--- src/rtl/i2c_pkg.sv ---
// Shared state encoding and line constants for the I2C target responder.
package i2c_pkg;

    typedef enum logic [3:0] {
        IDLE,
        ADDR,
        ADDR_ACK,
        PTR,
        PTR_ACK,
        WR,
        WR_ACK,
        RD,
        RD_ACK,
        WAIT_STOP
    } i2c_state_e;

    localparam logic SDA_RELEASE = 1'b1;
    localparam logic SDA_LOW     = 1'b0;

    localparam int unsigned BIT_CNT_W = 3;

endpackage

--- src/rtl/i2c_line_sync.sv ---
// Two-flop synchronizers for SCL/SDA with edge, START and STOP pulse detection.
module i2c_line_sync (
    input  logic clk,
    input  logic reset,
    input  logic scl_i,
    input  logic sda_i,
    output logic sda_sync,
    output logic scl_rise,
    output logic scl_fall,
    output logic start_det,
    output logic stop_det
);

    logic scl_meta_q, scl_sync_q, scl_prev_q;
    logic sda_meta_q, sda_sync_q, sda_prev_q;

    // Idle bus is high, so the chain resets high to avoid a false edge.
    always_ff @(posedge clk or negedge reset) begin
        if (!reset) begin
            scl_meta_q <= 1'b1;
            scl_sync_q <= 1'b1;
            scl_prev_q <= 1'b1;
            sda_meta_q <= 1'b1;
            sda_sync_q <= 1'b1;
            sda_prev_q <= 1'b1;
        end else begin
            scl_meta_q <= scl_i;
            scl_sync_q <= scl_meta_q;
            scl_prev_q <= scl_sync_q;
            sda_meta_q <= sda_i;
            sda_sync_q <= sda_meta_q;
            sda_prev_q <= sda_sync_q;
        end
    end

    always_comb begin
        sda_sync  = sda_sync_q;
        scl_rise  = scl_sync_q & ~scl_prev_q;
        scl_fall  = ~scl_sync_q & scl_prev_q;
        start_det = scl_sync_q & scl_prev_q & sda_prev_q & ~sda_sync_q;
        stop_det  = scl_sync_q & scl_prev_q & ~sda_prev_q & sda_sync_q;
    end

endmodule

--- src/rtl/i2c_target.sv ---
// I2C target: address match, byte register pointer with auto-increment and a
// simple register-bus master toward local logic.
module i2c_target
    import i2c_pkg::*;
#(
    parameter logic [6:0]  TARGET_ADDR    = 7'h50,
    parameter int unsigned REG_ADDR_WIDTH = 8
) (
    input  logic                      clk,
    input  logic                      reset,
    input  logic                      ext_scl_i,
    input  logic                      ext_sda_i,
    output logic                      ext_sda_o,
    output logic [REG_ADDR_WIDTH-1:0] reg_addr,
    output logic [7:0]                reg_wdata,
    output logic                      reg_we,
    output logic                      reg_re,
    input  logic [7:0]                reg_rdata,
    output logic                      busy
);

    logic sda_sync, scl_rise, scl_fall, start_det, stop_det;

    i2c_line_sync u_sync (
        .clk       (clk),
        .reset     (reset),
        .scl_i     (ext_scl_i),
        .sda_i     (ext_sda_i),
        .sda_sync  (sda_sync),
        .scl_rise  (scl_rise),
        .scl_fall  (scl_fall),
        .start_det (start_det),
        .stop_det  (stop_det)
    );

    i2c_state_e                state_q, state_d;
    logic [BIT_CNT_W-1:0]      bit_cnt_q, bit_cnt_d;
    logic [7:0]                rx_q, rx_d, tx_q, tx_d;
    logic                      rw_q, rw_d;
    logic                      sda_o_q, sda_o_d;
    logic                      busy_q, busy_d;
    logic [REG_ADDR_WIDTH-1:0] reg_addr_q, reg_addr_d;
    logic [7:0]                reg_wdata_q, reg_wdata_d;
    logic                      reg_we_q, reg_we_d;
    logic                      reg_re_q, reg_re_d;
    logic                      load_q, load_d;
    logic [7:0]                rx_byte;
    logic                      last_bit;

    always_comb begin
        rx_byte     = {rx_q[6:0], sda_sync};
        last_bit    = (bit_cnt_q == '1);
        state_d     = state_q;
        bit_cnt_d   = bit_cnt_q;
        rx_d        = rx_q;
        tx_d        = load_q ? reg_rdata : tx_q;
        rw_d        = rw_q;
        sda_o_d     = sda_o_q;
        busy_d      = busy_q;
        reg_addr_d  = reg_addr_q;
        reg_wdata_d = reg_wdata_q;
        reg_we_d    = 1'b0;
        reg_re_d    = 1'b0;
        load_d      = reg_re_q;

        if (start_det) begin
            state_d   = ADDR;
            bit_cnt_d = '0;
            sda_o_d   = SDA_RELEASE;
        end else if (stop_det) begin
            state_d = IDLE;
            sda_o_d = SDA_RELEASE;
            busy_d  = 1'b0;
        end else begin
            case (state_q)
                ADDR, PTR, WR: begin
                    if (scl_rise) begin
                        rx_d      = rx_byte;
                        bit_cnt_d = bit_cnt_q + 1'b1;
                        if (last_bit) begin
                            case (state_q)
                                ADDR: begin
                                    if (rx_byte[7:1] == TARGET_ADDR) begin
                                        busy_d   = 1'b1;
                                        rw_d     = rx_byte[0];
                                        reg_re_d = rx_byte[0];
                                        state_d  = ADDR_ACK;
                                    end else begin
                                        busy_d  = 1'b0;
                                        state_d = WAIT_STOP;
                                    end
                                end
                                PTR: begin
                                    reg_addr_d = REG_ADDR_WIDTH'(rx_byte);
                                    state_d    = PTR_ACK;
                                end
                                default: begin
                                    reg_wdata_d = rx_byte;
                                    reg_we_d    = 1'b1;
                                    state_d     = WR_ACK;
                                end
                            endcase
                        end
                    end
                end
                // bit_cnt doubles as the ACK phase: 0 = awaiting first fall, 1 = driving ACK.
                ADDR_ACK, PTR_ACK, WR_ACK: begin
                    if (scl_fall) begin
                        if (bit_cnt_q == '0) begin
                            sda_o_d   = SDA_LOW;
                            bit_cnt_d = BIT_CNT_W'(1);
                        end else begin
                            bit_cnt_d = '0;
                            sda_o_d   = SDA_RELEASE;
                            if (state_q == ADDR_ACK && rw_q) begin
                                sda_o_d = tx_q[7];
                                tx_d    = {tx_q[6:0], 1'b0};
                                state_d = RD;
                            end else if (state_q == ADDR_ACK) begin
                                state_d = PTR;
                            end else begin
                                if (state_q == WR_ACK) begin
                                    reg_addr_d = reg_addr_q + 1'b1;
                                end
                                state_d = WR;
                            end
                        end
                    end
                end
                RD: begin
                    if (scl_fall) begin
                        if (last_bit) begin
                            sda_o_d   = SDA_RELEASE;
                            bit_cnt_d = '0;
                            state_d   = RD_ACK;
                        end else begin
                            sda_o_d   = tx_q[7];
                            tx_d      = {tx_q[6:0], 1'b0};
                            bit_cnt_d = bit_cnt_q + 1'b1;
                        end
                    end
                end
                RD_ACK: begin
                    if (scl_rise) begin
                        if (!sda_sync) begin
                            reg_addr_d = reg_addr_q + 1'b1;
                            reg_re_d   = 1'b1;
                        end else begin
                            sda_o_d = SDA_RELEASE;
                            busy_d  = 1'b0;
                            state_d = WAIT_STOP;
                        end
                    end else if (scl_fall) begin
                        sda_o_d   = tx_q[7];
                        tx_d      = {tx_q[6:0], 1'b0};
                        bit_cnt_d = '0;
                        state_d   = RD;
                    end
                end
                default: begin
                    sda_o_d = SDA_RELEASE;
                end
            endcase
        end
    end

    always_ff @(posedge clk or negedge reset) begin
        if (!reset) begin
            state_q     <= IDLE;
            bit_cnt_q   <= '0;
            rx_q        <= '0;
            tx_q        <= '0;
            rw_q        <= 1'b0;
            sda_o_q     <= SDA_RELEASE;
            busy_q      <= 1'b0;
            reg_addr_q  <= '0;
            reg_wdata_q <= '0;
            reg_we_q    <= 1'b0;
            reg_re_q    <= 1'b0;
            load_q      <= 1'b0;
        end else begin
            state_q     <= state_d;
            bit_cnt_q   <= bit_cnt_d;
            rx_q        <= rx_d;
            tx_q        <= tx_d;
            rw_q        <= rw_d;
            sda_o_q     <= sda_o_d;
            busy_q      <= busy_d;
            reg_addr_q  <= reg_addr_d;
            reg_wdata_q <= reg_wdata_d;
            reg_we_q    <= reg_we_d;
            reg_re_q    <= reg_re_d;
            load_q      <= load_d;
        end
    end

    assign ext_sda_o = sda_o_q;
    assign reg_addr  = reg_addr_q;
    assign reg_wdata = reg_wdata_q;
    assign reg_we    = reg_we_q;
    assign reg_re    = reg_re_q;
    assign busy      = busy_q;

endmodule

--- config.mk ---
export PLATFORM = sky130hd
export DESIGN_NAME = i2c_target
export DESIGN_NICKNAME = d
export VERILOG_FILES = /design/src/rtl/i2c_pkg.sv /design/src/rtl/i2c_line_sync.sv /design/src/rtl/i2c_target.sv
export SDC_FILE = /design/constraint.sdc
export NUM_CORES = 1
export LEC_CHECK = 0
export ABC_AREA = 0
export BUFFER_PORTS_ARGS = -buffer_cell sky130_fd_sc_hd__buf_2
export CAP_MARGIN = 20
export CORE_MARGIN = 3
export CORE_UTILIZATION = 40
export CTS_BUF_LIST = sky130_fd_sc_hd__clkbuf_2 sky130_fd_sc_hd__clkbuf_4 sky130_fd_sc_hd__clkbuf_8
export CTS_CLUSTER_DIAMETER = 120
export CTS_CLUSTER_SIZE = 40
export DETAILED_ROUTE_END_ITERATION = 16
export GPL_TIMING_DRIVEN = 0
export SYNTH_ARGS = -nofsm -noshare
export SYNTH_HDL_FRONTEND = slang
export SYNTH_SLANG_ARGS = --single-unit
--- constraint.sdc ---
create_clock -name clk -period 3 [get_ports clk]
set_input_delay 0.3 -clock clk [delete_from_list [all_inputs] [get_ports clk]]
set_output_delay 0.3 -clock clk [all_outputs]
set_load 0.02 [all_outputs]
==> metrics.txt <==
core area=6910 um2; total net switching power=1.42 mW; FF-to-FF setup slack=390 ps; max-slew violations=0; worst flop-to-flop path startpoint=u_sync.scl_sync_q; setup bufs post-CTS=0; post-synthesis cell type count=65; sequential share of the synthesized area=43.6%; vias per cell=5.62; required time worst endpoint=3210 ps; largest net degree at the start of global routing=34; WP buf/inv=1; Port Buffers=31; delay-heaviest family, CP=flip-flops; worst vdd ir=0.441 mV; ANT nets after route=0; CTS buffer count=5; pre-CTS WS=483 ps; die area=8270 um2; Internal=1.79 mW; Total GRT Usage=17.5%; Fillers=676; Hold EP=u_sync.scl_meta_q; Worst Skew=8.46 ps; worst hold stages=1; number of global-route vias before repair=2267; Max Fclk=384 MHz; worst setup path class=reg2reg; Crit. Startpoint=u_sync.scl_sync_q; Nets=342; Die Wd=91.0 um; leak pwr=1.50 nW; Fin Hold WS=72.8 ps; Hold Vio Cnt, Final=0; power share of the sequential group=32.3%; htree depth=2; Detail Placement HPWL=4990 um; Final WS setup=395 ps; via count=2359; pwr dens=970 nW/um2; Synth Warn #=0; Max Fanout on Critical Path=10; area share of the largest cell type after synthesis=37.3%; Hold Buf Count CTS=1; Yosys reg bits=50; hold path startpoint=ext_scl_i; cell taking the most area after synthesis=dfrtp_1; Setup crit start kind=register; Max-cap violations=0; Antenna diodes=0; count leader, synth=dfrtp_1; Clock power frac=16.0%; FP Rows=30; Net Sw Frac=44.1%; run status=complete, no violations; Max clock buf depth=2; Initial DRT Pass Iterations=5; GP Congestion=0.918; clk_lat worst skew=320 ps; die span in y=91.0 um; drt drc=0; worst-path cell chain=ha_1 > clkbuf_1 > nand3_1 > a32oi_1 > o211ai_2 > nor2_4 > mux2_2; Mapped Area=2890 um2; Syn Inst Count=283; layout cell share with drive strength beyond 1=31.2%; Top Ports=32; ys flop type=dfrtp_1; worst rel slew slack=33.4%; clock sink total=50; Finished Core Util=47.9%; # resized after CTS=0; Initial Util=41.8%; logic gate share of total power=51.7%; Total Wirelength=6910 um; worst slew pin tran=996 ps; clock slew seen by the registers of the worst setup and hold paths=100 ps; Routed WL per cell=16.4 um; Slowest-stage cell, CP=dfstp_2; GRT overflow=0; Final min period=2610 ps; antenna violations before repair=0; total negative slack=0 ps; Post-synth EDFFs=0; Synth area leaders=dfrtp_1, mux2_2, dfstp_2, ha_1, nand2_1; period utilisation layout=86.8%; Hold Path Class=in2reg; RSZ-0062 raised after global routing=false; Area Growth Syn to Fin=14.6%; drt initial violations=177; CTS tree=done; Post-synth ARST share=100%; r2r worst-path depth=7; Setup violations, final=0; syn_nets=302; Data arrival, critical path=2810 ps; CP max stage delay=570 ps; Pwr Total=3.21 mW; reg2reg end=reg_addr[1]; first-pass GRT wire length=11900 um; top post-synthesis cells by count=dfrtp_1, mux2_2, nand2_1; CTS Root Cell=clkbuf_8; Worst setup EP type=register; synthesized area per cell=10.2 um2
[cell type report]
type	instances	area (um2)	area share (%)
tap	96	120	3.63
sequential	50	1260	38.1
inverter	12	45.0	1.36
clock buffer	5	68.8	2.08
multi-input combinational	207	1510	45.6
buffer	14	73.8	2.23
timing repair buffer	33	185	5.59
clock inverter	3	48.8	1.47
[power groups by stage]
stage	registers, mW	logic, mW	clock network [mW]
6_report	1.04	1.66	0.514
5_1_grt	1.07	1.83	0.550
4_1_cts	1.04	1.65	0.526
3_5_place_dp	1.05	1.64	0
3_3_place_gp	1.05	1.65	0
2_1_floorplan	1.09	1.19	0
[per-layer routing]
metal / share of wire (%) / GRT usage (%)
met3: 4.7 / 2.73
met1: 49 / 26.4
met5: 0 / 0
met2: 44 / 25.8
met4: 1.5 / 4.90
[worst max-delay path by stage]
stage / to / slack (ps) / depth (start not counted)
finish: reg_addr[1] / 390 / 7
global route: reg_addr[1] / 320 / 7
CTS: reg_addr[1] / 460 / 7
detailed placement: reg_addr[1] / 480 / 7
global placement: reg_addr[1] / 470 / 7
floorplan: reg_addr[1] / 880 / 7
[cells in the final DEF (no fill, tap or decap), drive strengths merged, types with 2 or more instances in the layout]
cell	synthesis	layout
dfrtp	43	43
buf	11	43
mux2	29	29
nand2	23	23
o21ai	18	18
nor2	18	18
nand3	14	14
inv	12	13
a21oi	10	10
clkbuf	3	8
nor2b	7	7
ha	7	7
dfstp	7	7
a31oi	6	6
nor3	6	6
a2bb2oi	6	6
a211oi	5	5
nand2b	4	4
nor3b	4	4
nand4	4	4
o31ai	4	4
and3	3	3
o211ai	3	3
and2	2	2
o221ai	2	2
a21o	2	2
a32oi	2	2
a32o	2	2
or4b	2	2
a21boi	2	2
[logic make-up after synthesis]
family	Yosys count	share of synthesized area [%]
xor gates and xnor gates	1	0.303
and+or+nand+nor	93	17.2
AOI/OAI and AO/OA	76	20.1
muxes	30	11.7
buffers and inverters	26	4.12
adders and majority gates	7	3.03
DFF	50	43.6
[flip-flops by register name, summed over array words and instances (netlist names), 3 cells and up]
signal	flops
rx_q	7
reg_addr	8
state_q	4
reg_wdata	8
tx_q	8
bit_cnt_q	3
[per-stage QoR]
step           area [um2]  cells
6_report             3310    420
3_5_place_dp         3180    411
5_1_grt              3310    420
2_1_floorplan        2890    283
3_3_place_gp         3160    410
4_1_cts              3310    420
No activity file was read; power rests on OpenSTA's default activity.
